### src/rtl/dsp_pkg.sv
// Shared types and width helpers for the receiver DSP chain.
// Latency: n/a (declarations only).
// Backpressure: n/a.
package dsp_pkg;

    typedef enum logic {
        IDLE  = 1'b0,
        ACCUM = 1'b1
    } acc_state_t;

    // A sum of 2^window_log2 squares of signed input_dw-bit samples never exceeds this width.
    function automatic int acc_width(input int input_dw, input int window_log2);
        return 2 * input_dw - 1 + window_log2;
    endfunction

endpackage

### src/rtl/signed_squarer.sv
// Registered signed x signed square with unsigned 2*DW-1 result and tag/valid pass-through.
// Latency: 1 cycle.
// Backpressure: none; clr synchronously empties the stage.
module signed_squarer #(
    parameter int DW    = 20,
    parameter int TAG_W = 1
) (
    input  logic                 clk,
    input  logic                 rst_n,
    input  logic                 clr,
    input  logic                 in_vld,
    input  logic signed [DW-1:0] in_dat,
    input  logic [TAG_W-1:0]     in_tag,
    output logic                 out_vld,
    output logic [2*DW-2:0]      out_dat,
    output logic [TAG_W-1:0]     out_tag
);

    localparam int SQ_W = 2 * DW - 1;

    logic signed [2*DW-1:0] prod;
    logic [SQ_W-1:0]        sq;
    logic                   prod_unused_msb;

    // A square is non-negative and at most 2^(2*DW-2), so the top product bit is always zero.
    assign prod = in_dat * in_dat;
    assign {prod_unused_msb, sq} = prod;

    always_ff @(posedge clk or negedge rst_n) begin
        if (!rst_n) begin
            out_vld <= 1'b0;
            out_dat <= '0;
            out_tag <= '0;
        end else if (clr) begin
            out_vld <= 1'b0;
            out_dat <= '0;
            out_tag <= '0;
        end else begin
            out_vld <= in_vld;
            if (in_vld) begin
                out_dat <= sq;
                out_tag <= in_tag;
            end
        end
    end

endmodule

### src/rtl/power_window_accum.sv
// Windowed mean-power estimator: sums 2^WINDOW_LOG2 squares, publishes a saturated mean.
// Latency: valid_o 2 cycles after the cycle carrying the last sample of a window.
// Backpressure: none; every valid sample is consumed, en_i low discards the partial window.
module power_window_accum
    import dsp_pkg::*;
#(
    parameter int INPUT_DW     = 20,
    parameter int WINDOW_LOG2  = 8,
    parameter int OUTPUT_DW    = 32,
    parameter int OUTPUT_SHIFT = 0
) (
    input  logic                       clk,
    input  logic                       rst_n,
    input  logic signed [INPUT_DW-1:0] data_i,
    input  logic                       valid_i,
    input  logic                       en_i,
    output logic [OUTPUT_DW-1:0]       power_o,
    output logic                       valid_o,
    output logic                       sat_o
);

    localparam int SQ_W  = 2 * INPUT_DW - 1;
    localparam int ACC_W = acc_width(INPUT_DW, WINDOW_LOG2);
    // Mean is kept wide enough to detect values above the output range.
    localparam int MEAN_W = (ACC_W > OUTPUT_DW) ? ACC_W : OUTPUT_DW + 1;
    localparam int SHIFT  = WINDOW_LOG2 + OUTPUT_SHIFT;
    localparam logic [MEAN_W-1:0] OUT_MAX = MEAN_W'({OUTPUT_DW{1'b1}});

    acc_state_t state, state_nxt;

    logic                   run;
    logic                   clr;
    logic                   accept;
    logic                   last;
    logic [WINDOW_LOG2-1:0] cnt;
    logic                   sq_vld;
    logic                   sq_last;
    logic [SQ_W-1:0]        sq_dat;
    logic [ACC_W-1:0]       acc;
    logic [ACC_W-1:0]       sum;
    logic [MEAN_W-1:0]      mean;
    logic                   mean_sat;
    logic [OUTPUT_DW-1:0]   power_nxt;

    always_ff @(posedge clk or negedge rst_n) begin
        if (!rst_n) begin
            state <= IDLE;
        end else begin
            state <= state_nxt;
        end
    end

    // Samples only count in ACCUM with en_i still high, so the entry cycle never counts.
    always_comb begin
        state_nxt = state;
        run       = 1'b0;
        case (state)
            IDLE: begin
                if (en_i) begin
                    state_nxt = ACCUM;
                end
            end
            ACCUM: begin
                run = en_i;
                if (!en_i) begin
                    state_nxt = IDLE;
                end
            end
            default: begin
                state_nxt = IDLE;
            end
        endcase
    end

    assign clr    = !run;
    assign accept = run && valid_i;
    assign last   = accept && (&cnt);

    always_ff @(posedge clk or negedge rst_n) begin
        if (!rst_n) begin
            cnt <= '0;
        end else if (clr) begin
            cnt <= '0;
        end else if (accept) begin
            cnt <= cnt + 1'b1;
        end
    end

    signed_squarer #(
        .DW    (INPUT_DW),
        .TAG_W (1)
    ) u_squarer (
        .clk     (clk),
        .rst_n   (rst_n),
        .clr     (clr),
        .in_vld  (accept),
        .in_dat  (data_i),
        .in_tag  (last),
        .out_vld (sq_vld),
        .out_dat (sq_dat),
        .out_tag (sq_last)
    );

    assign sum       = acc + ACC_W'(sq_dat);
    assign mean      = MEAN_W'(sum) >> SHIFT;
    assign mean_sat  = mean > OUT_MAX;
    assign power_nxt = mean_sat ? {OUTPUT_DW{1'b1}} : mean[OUTPUT_DW-1:0];

    // The last square restarts the accumulator so the next window can follow immediately.
    always_ff @(posedge clk or negedge rst_n) begin
        if (!rst_n) begin
            acc <= '0;
        end else if (clr) begin
            acc <= '0;
        end else if (sq_vld) begin
            acc <= sq_last ? '0 : sum;
        end
    end

    always_ff @(posedge clk or negedge rst_n) begin
        if (!rst_n) begin
            power_o <= '0;
            sat_o   <= 1'b0;
            valid_o <= 1'b0;
        end else begin
            valid_o <= 1'b0;
            if (!clr && sq_vld && sq_last) begin
                power_o <= power_nxt;
                sat_o   <= mean_sat;
                valid_o <= 1'b1;
            end
        end
    end

endmodule

### config.mk
export PLATFORM = sky130hd
export DESIGN_NAME = power_window_accum
export DESIGN_NICKNAME = d
export VERILOG_FILES = /design/src/rtl/dsp_pkg.sv /design/src/rtl/signed_squarer.sv /design/src/rtl/power_window_accum.sv
export SDC_FILE = /design/constraint.sdc
export NUM_CORES = 1
export LEC_CHECK = 0
export ABC_AREA = 0
export CAP_MARGIN = 0
export CORE_UTILIZATION = 45
export DETAILED_ROUTE_END_ITERATION = 7
export PLACE_DENSITY = 0.66
export SYNTH_ARGS = -nofsm -noshare
export SYNTH_HDL_FRONTEND = slang
export SYNTH_SLANG_ARGS = --single-unit
### constraint.sdc
create_clock -name clk -period 4.5 [get_ports clk]
set_input_delay 0.45 -clock clk [delete_from_list [all_inputs] [get_ports clk]]
set_output_delay 0.45 -clock clk [all_outputs]
set_load 0.02 [all_outputs]
==> metrics.md <==
| Metric | Value |
|---|---|
| DR WL/cell | 16.53 um |
| Nets@finish | 3044 |
| Syn_nets | 2727 |
| Initial antenna violation count | 0 |
| Clk slew on worst S/H paths | 60 ps |
| Worst setup EP type | flip-flop |
| First-pass GRT wire length | 87.62 mm |
| Worst skew pair latency | 410 ps |
| Drt drc | 0 |
| Arr. time, crit path | 6820 ps |
| Fin. Hold Viols | 0 |
| Register area share after synthesis | 15.67% |
| Die area | 47000 um^2 |
| Slew HR | 19.36% |
| Post-layout min period | 6523 ps |
| Total grt overflow | 0 |
| Post-synth EDFFs | 0 |
| CTS root buf | clkbuf_16 |
| Routed vias | 15782 |
| CORE AREA | 45480 um^2 |
| Synth top cells by count | inv_1 (480), fa_1 (376), nand2_1 (180) |
| Hold_ws | 98.17 ps |
| H-tree depth | 4 |
| Die H | 216.8 um |
| Critical path origin | data_i[10] |
| GP Congestion | 0.9033 |
| RSZ-0062 raised after global routing | true |
| Layout cell share with drive strength beyond 1 | 25.84% |
| Global Route Usage Sum | 23.10% |
| PortBufs | 57 |
| Clk buf depth | 2 |
| Final ANT Viol Nets | 0 |
| Max-cap violations | 0 |
| Top cells by area, synth | fa_1 (36%), dfrtp_1 (16%), ha_1 (9.0%), inv_1 (8.7%), nand2_1 (3.3%) |
| FF+latch count, synth | 130 |
| Worst reg2reg path depth | 12 |
| DR pass1 iterations | 5 |
| Num CTS Buffers | 17 |
| Final period util | 144.9% |
| FF-to-FF End | power_o[0] |
| Iteration-0 DRC Markers | 822 |
| Kind of critical path | in -> reg |
| Most numerous cell in the Yosys netlist | inv_1 |
| Fmax | 0.1533 GHz |
| Max Clock Skew | 9.371 ps |
| Slew Viols, Final | 0 |
| Ys Warns | 0 |
| Hold Crit Class | in -> async |
| Final setup margin | -2023 ps |
| # IOs | 58 |
| Hpwl dp | 41.53 mm |
| Number of global-route vias before repair | 17353 |
| Post-CTS Hold Buffers | 0 |
| Vias per cell | 5.078 |
| P&R area growth vs syn | 27.39% |
| Outcome | complete, but fails checks |
| Cell count after synthesis | 2178 |
| Worst r2r src | u_squarer.out_dat[27] |
| Critical Path Fanout Max | 6 |
| Post-Syn Area per Cell | 9.533 um^2 |
| Asr flop ratio synth | 100.0% |
| Final setup viols | 31 |
| Main synth FF type | dfrtp_1 |
| Nature of the critical path startpoint | primary input |
| TritonCTS clock tree | built |
| Netlist cell types | 86 |
| Initial Util | 45.66% |
| Mapped cell area | 20760 um^2 |
| Top-area cell type share of the netlist area | 36.25% |
| Die W | 216.8 um |
| Worst setup endpoint | u_squarer.out_dat[36] |
| Sinks on Clock Net | 130 |
| Failing checks | negative setup slack |
| Final wirelength | 51.36 mm |
| Post-synth top area cell | fa_1 |
| FF-to-FF setup slack | 680 ps |
| Largest net degree at the start of global routing | 93 |
| Num rows | 78 |
| Worst EP required | 4790 ps |
| Worst slew pin tran | 1207 ps |
| N_diodes | 0 |
==> worst min path at each step <==
stage	from	to	slack, ps	cells after the start
finish	rst_n	power_o[1]	100	1
CTS	rst_n	power_o[2]	160	1
global route	rst_n	power_o[1]	170	1
floorplan	rst_n	acc[0]	150	0
detailed placement	acc[5]	acc[5]	470	2
global placement	acc[4]	acc[4]	470	2
==> sequential cells by signal, summed over array words and instances (netlist names), 8 cells and up <==
name / flops
acc: 47
cnt: 8
power_o: 32
u_squarer.out_dat: 38
==> layout by cell type, fill, tap and decap left out, drive strengths merged, types with 64 or more instances in the layout <==
master    n
o21ai    64
buf     342
and2     78
nand2   181
dfrtp   130
fa      376
ha      149
a21oi    88
nor2    107
inv     482
==> cell type report <==
type	instances	area, um^2
Multi-Input combinational cell	1480	16440
Sequential cell	130	3253
Fill cell	3820	19030
Tap cell	600	750.7
Timing Repair Buffer	385	3526
Clock buffer	20	456.7
Inverter	481	1823
Clock inverter	12	203.9
==> timing repair <==
action	4_1_cts	5_1_grt
cloned	5	0
setup endpoints to repair	34	33
resized for setup	283	95
pin swaps	146	85
buffers inserted	57	12
endpoints found under the hold margin	0	0
==> layer usage <==
layer	share of wire [%]	vias up	global-route usage, %
li1	-	7481	-
met1	47	7974	32.20
met2	48	261	39.23
met3	2.8	66	1.481
met4	2.1	0	6.056
met5	0	-	0
==> critical path, stage by stage <==
cell	delay, ps
buf_8	110
buf_12	120
and2_4	130
fa_1	540
inv_2	50
fa_2	570
fa_1	430
fa_1	510
inv_2	40
fa_2	520
inv_2	40
fa_2	560
inv_2	40
fa_2	460
ha_4	310
nand4_1	130
or3_1	340
o22ai_2	230
a22o_1	290
a21oi_4	100
o311ai_4	270
a221oi_2	110
and4_1	170
a311o_1	270
==> logic make-up (layout without fill, tap and decap cells) <==
family	Yosys count	count (layout)	share of synthesized area [%]
buffers and inverters	568	898	10.68
adders and majority gates	525	525	45.23
and+or+nand+nor	489	489	11.38
AOI/OAI and AO/OA	348	348	11.92
DFF	130	130	15.67
xor gates and xnor gates	94	94	3.965
muxes	24	24	1.163
==> per-stage QoR <==
stage	TNS [ps]	cell area [um^2]	std cells	util, %	setup slack, ps
floorplan	-43670	21360	2178	-	-2091
global placement	-73770	24230	3025	53.27	-2785
detailed placement	-76840	24230	3025	53.27	-2896
CTS	-44200	26050	3104	57.28	-1893
global route	-51160	26450	3108	58.16	-2210
finish	-45170	26450	3108	58.16	-2023
Power is not shown: default switching activity piles up to over one toggle a cycle in this logic, so the estimate is an artifact.
==> variant 1: new RTL, config.mk and constraints unchanged <==
Change the parameter `OUTPUT_DW` from 32 to 24.
--- a/src/rtl/power_window_accum.sv
+++ b/src/rtl/power_window_accum.sv
@@ -7,5 +7,5 @@
     parameter int INPUT_DW     = 20,
     parameter int WINDOW_LOG2  = 8,
-    parameter int OUTPUT_DW    = 32,
+    parameter int OUTPUT_DW    = 24,
     parameter int OUTPUT_SHIFT = 0
 ) (
Interface: changed (resized power_o); port bits go from 58 to 50. No check against the original RTL was run, so the function may have changed too.
==> variant 1 against the unedited design <==
- die area grew 0.19%
- design area grew 0.59%
- sequential share of layout area shrank 0.82 points
- synthesized area grew 0.19%
- wire length grew 7.6%
- synthesized cell count grew 1.9%
- sequential cell count shrank 8
- the run still ends with negative setup slack left
- largest cell class unchanged
- non-clock buffer count grew 38
- setup slack gained 0.14 ns
- first-iteration DRC count grew 13%
- highest routed layer unchanged
- register-to-register slack lost 0.05 ns
Power is not shown: default switching activity piles up to over one toggle a cycle in this logic, so the estimate is an artifact.
==> variant 1: results (changes against the unedited design) <==
- Crit. Startpoint: data_i[4]
- Syn Area/Cell: 9.375 sq um (-1.7%)
- # diodes: 0 (unchanged)
- Synth top area cells: fa_1 (36%), dfrtp_1 (15%), ha_1 (8.8%)
- FF-to-FF path depth: 11 (-1)
- Seq/Total Area, Yosys: 14.67% (-0.99 points)
- Worst hold path type: reg2reg
- Ratio of cells with drive above 1 in the final layout: 26.87% (+1.0 points)
- Final setup viols: 32 (+3.2%)
- Least-Margin Pin Slew: 0.9665 ns (-0.2402 ns)
- Global-route wire length before repair: 92,640 um (+5.7%)
- Mux contribution to synthesized area: 1.221% (+0.058 points)
- Placed cell areas: 24,180 sq um (-0.18%)
- GR Util met1: 31.31% (-0.89 points)
- Crit path DAT: 6.70 ns (-0.12 ns)
- Routing usage on met3: 2.544% (+1.1 points)
- Final Skew: 0.01462 ns (+0.005252 ns)
- Crit path max-delay cell type: fa_1
- Largest net degree at the start of global routing: 48 (-48%)
- Post-Synth XOR/XNOR Area: 3.494% (-0.47 points)
- Outcome: complete, but fails checks
- Routed via count: 16,662 (+5.6%)
- TNS Setup: -46.63 ns (-1.460 ns)
- Worst hold slack: 0.4897 ns (+0.3915 ns)
- CP Max Fanout: 5 (-1)
- Gpl congestion: 0.9196 (+1.8%)
- Via-per-instance ratio: 5.228 (+3.0%)
- Crit path to: u_squarer.out_dat[38]$_DFFE_PN0P_
- Port Buffers: 49 (-14%)
- Metal-1 WL: 23,170 um (-3.8%)
- Final WS setup: -1.884 ns (+0.1387 ns)
- Syn nets: 2,766 (+1.4%)
- Unique masters post-synth: 85 (-1.2%)
- CTS Buf Count: 17 (unchanged)
- Wirelength per Cell: 17.33 um (+4.9%)
- Initial antenna violation count: 0 (unchanged)
- Placement Setup Slack: -2.827 ns (+0.06915 ns)
- 1st-iter DRT viols: 932 (+13%)
- M2 GR Usage: 43.99% (+4.8 points)
- Reg2Reg Capture Point: power_o[4]$_DFFE_PN0P_
- Gr usage total: 24.63% (+1.5 points)
- Post-synth ARST share: 100.0% (unchanged)
- Multi-input logic area: 16,640 sq um (+1.2%)
- Synth Area in Adders: 45.02% (-0.21 points)
- Fill cell total of the finished layout: 3,814 (-0.16%)
- Vias in the first global route: 18,410 (+6.1%)
- Largest stage delay, worst path: 0.53 ns (-0.04 ns)
- Yosys top cell area share: 36.18% (-0.070 points)
- Metal3 WL: 2137 um (+48%)
- R2r setup slk: 0.63 ns (-0.05 ns)
- Dpl hpwl: 44,150 um (+6.3%)
- Failing checks: negative setup slack
- Commonest cells post-synth: inv_1 (480), fa_1 (376), nand2_1 (190), ha_1 (147), dfrtp_1 (122)
- Largest registers: acc x47, u_squarer.out_dat x38, power_o x24
- Met2 WL: 28,170 um (+14%)
- Latest clock arrival within the worst-skew pair: 0.43 ns (+0.02 ns)
- Dpl cells: 3,066 (+1.4%)
- Post-synthesis compound-gate area fraction: 12.84% (+0.92 points)
[variant 1: tightest hold or removal path, stage by stage (launching register included)]
cell	delay, ns
dfrtp_1	0.35
nand2_1	0.05
o21ai_0	0.06
[variant 1: timing repair]
item | 4_1_cts | 5_1_grt
setup buffers | 75 | 14
endpoints found under the hold margin | 9 | 0
resized for setup | 278 | 88
hold buffers | 1 | 0
endpoints found under the setup margin | 34 | 33
pin swaps | 148 | 121
gates cloned | 7 | 0
[variant 1: area by class of cell]
cell class              instances  share of cell area, %
clock buffers                  22                  1.782
well taps                     600                  2.821
clock inverters                10                 0.5314
multi-input cells            1530                  62.53
flip-flops and latches        122                  11.47
repair buffers                423                  14.00
inverters                     480                  6.861
[variant 1: cell families (layout without fill, tap and decap cells)]
| group | count (synthesis) | after routing |
|---|---|---|
| simple gates | 517 | 517 |
| fa+ha+maj | 523 | 523 |
| compound gates | 382 | 382 |
| buf+inv | 567 | 935 |
| flops | 122 | 122 |
| mux | 25 | 25 |
| xor+xnor | 83 | 83 |
==> variant 2: new RTL, same settings <==
Without the edit above. Add an input register stage for `data_i`, `valid_i` and `en_i`; this delays them by one clock. Comments in the files are not updated.
--- a/src/rtl/power_window_accum.sv
+++ b/src/rtl/power_window_accum.sv
@@ -26,4 +26,14 @@
     localparam int SHIFT  = WINDOW_LOG2 + OUTPUT_SHIFT;
     localparam logic [MEAN_W-1:0] OUT_MAX = MEAN_W'({OUTPUT_DW{1'b1}});
+
+    logic signed [INPUT_DW-1:0] data_q;
+    logic valid_q;
+    logic en_q;
+
+    always_ff @(posedge clk) begin
+        data_q  <= data_i;
+        valid_q <= valid_i;
+        en_q    <= en_i;
+    end
 
     acc_state_t state, state_nxt;
@@ -57,11 +67,11 @@
         case (state)
             IDLE: begin
-                if (en_i) begin
+                if (en_q) begin
                     state_nxt = ACCUM;
                 end
             end
             ACCUM: begin
-                run = en_i;
-                if (!en_i) begin
+                run = en_q;
+                if (!en_q) begin
                     state_nxt = IDLE;
                 end
@@ -74,5 +84,5 @@
 
     assign clr    = !run;
-    assign accept = run && valid_i;
+    assign accept = run && valid_q;
     assign last   = accept && (&cnt);
 
@@ -95,5 +105,5 @@
         .clr     (clr),
         .in_vld  (accept),
-        .in_dat  (data_i),
+        .in_dat  (data_q),
         .in_tag  (last),
         .out_vld (sq_vld),
Behaviour: same outputs for any inputs over 10 cycles, from zero or initial values and one cycle with rst_n low; that may be too few to reach the edited logic, so the function may still have changed.
==> variant 2 against the unedited design <==
- the flow finishes with violations (design-rule violations, negative setup slack)
- design area is 4.0% higher
- die area up 3.1%
- wire length grew 12%
- synthesized area grew 3.1%
- sequential cell count is 22 higher
- worst hold slack worse by 0.035 ns
- setup slack got worse by 0.15 ns
- synthesized cell count increased by 6.4%
- critical endpoint is now u_squarer.out_dat[38]$_DFFE_PN0P_
Power is not shown: default switching activity piles up to over one toggle a cycle in this logic, so the estimate is an artifact.
==> variant 2: results (changes against the unedited design) <==
- CTS Buf Count: 17 (unchanged)
- Final Skew: 0.01743 ns (+0.008055 ns)
- CTS root buf: clkbuf_16
- Largest stage delay, worst path: 0.51 ns (-0.06 ns)
- Reg area: 3749 sq um (+15%)
- Metal-1 WL: 24,170 um (+0.38%)
- Unique masters post-synth: 76 (-12%)
- Non-clk bufs: 424 (+10%)
- Commonest cells post-synth: inv_1 (486), fa_1 (376), nand2_1 (221), ha_1 (149), nor2_1 (138)
- M2 GR Usage: 43.32% (+4.1 points)
- Crit path max-delay cell type: fa_1
- Vias in the first global route: 18,776 (+8.2%)
- Tap cells: 607 (+1.2%)
- Largest registers: acc x47, u_squarer.out_dat x38, power_o x32
- Global-route wire length before repair: 94,190 um (+7.5%)
- Initial antenna violation count: 1 (+1)
- Gpl congestion: 0.9279 (+2.7%)
- Failing checks: design-rule violations, negative setup slack
- 1st-iter DRT viols: 1,113 (+35%)
- Seq/Total Area, Yosys: 17.25% (+1.6 points)
- Met2 WL: 29,010 um (+17%)
- Yosys reg bits: 152 (+17%)
- Placed cell areas: 25,020 sq um (+3.3%)
- Gr usage total: 25.00% (+1.9 points)
- Synth top area cells: fa_1 (35%), dfrtp_1 (15%), ha_1 (8.7%)
- Metal3 WL: 2258 um (+57%)
- Dpl hpwl: 44,550 um (+7.3%)
- Outcome: complete, but fails checks
- First-pass iteration count of the detailed router: 7 (+2)
- Final setup viols: 32 (+3.2%)
- GR Util met1: 30.84% (-1.4 points)
- Final WS setup: -2.171 ns (-0.1486 ns)
- Inverter count: 487 (+1.2%)
- Clock buf count: 18 (-10%)
- Routed via count: 17,193 (+8.9%)
- Largest net degree at the start of global routing: 100 (+7.5%)
- Ratio of cells with drive above 1 in the final layout: 25.97% (+0.13 points)
- Crit path DAT: 7.05 ns (+0.23 ns)
- Max_slew headroom: 25.68% (+6.3 points)
- Fill cell total of the finished layout: 3,816 (-0.10%)
- Wirelength per Cell: 17.51 um (+6.0%)
- Port Buffers: 57 (unchanged)
- Placement Setup Slack: -2.444 ns (+0.4521 ns)
- Multi-input gates: 1,585 (+7.1%)
- DRC viols: 8 (+8)
- Post-synth ARST share: 85.53% (-14 points)
- DR top layer: met4
- Layout Nets: 3,216 (+5.7%)
- Latest clock arrival within the worst-skew pair: 0.49 ns (+0.08 ns)
- Buffer share of cell area: 14.05% (+0.72 points)
- Routing usage on met3: 4.000% (+2.5 points)
- CP Max Fanout: 4 (-2)
- Clock-cell share: 2.160% (-0.34 points)
- Syn nets: 2,867 (+5.1%)
- Multi-input logic area: 16,710 sq um (+1.7%)
==> variant 2: changes by cell type after synthesis, sizes merged, moves of 12 or more <==
cell    before  now
a22o        28    6
a31oi        7   48
clkbuf      62   81
dfxtp        0   22
nand2      181  221
nand3       26   14
nor2       107  138
o21ai       64   97
o22a        32    1
xnor2       59   46
==> variant 2: stage by stage <==
step	utilization, %	hold slack [ns]	instances	TNS (ns)
global route	58.86	0.1428	3287	-58.87
global placement	53.52	0.3758	3180	-55.02
floorplan	-	0.1544	2318	-40.16
CTS	57.79	0.08905	3265	-50.59
detailed placement	53.52	0.3732	3180	-57.74
finish	58.86	0.06365	3287	-51.97
==> variant 2: what timing repair did <==
item,4_1_cts,5_1_grt
resized for setup,252,101
setup endpoints to repair,33,34
buffers inserted,51,32
gates cloned,4,0
pin swaps,183,111
==> variant 2: logic make-up (layout without fill, tap and decap cells) <==
kind of cell | count (synthesis) | count (layout) | share of synthesized area (%)
flops | 152 | 152 | 17.25
compound gates | 377 | 377 | 11.26
simple gates | 569 | 569 | 12.47
xor+xnor | 89 | 89 | 3.640
buf+inv | 581 | 943 | 10.36
mux | 25 | 25 | 1.174
fa+ha+maj | 525 | 525 | 43.85
==> variant 2: final timing paths <==
kind | from | cells past startpoint | endpoint
setup / recovery | data_q[8]$_DFF_P_ | 26 | u_squarer.out_dat[38]$_DFFE_PN0P_
hold / removal | rst_n | 1 | acc[1]$_DFFE_PN0P_
setup reg to reg | data_q[8]$_DFF_P_ | 26 | u_squarer.out_dat[38]$_DFFE_PN0P_
hold reg to reg | en_q$_DFF_P_ | 0 | state$_DFF_PN0_
max in group asynchronous | rst_n | 2 | acc[35]$_DFFE_PN0P_
min in group clk | en_q$_DFF_P_ | 0 | state$_DFF_PN0_
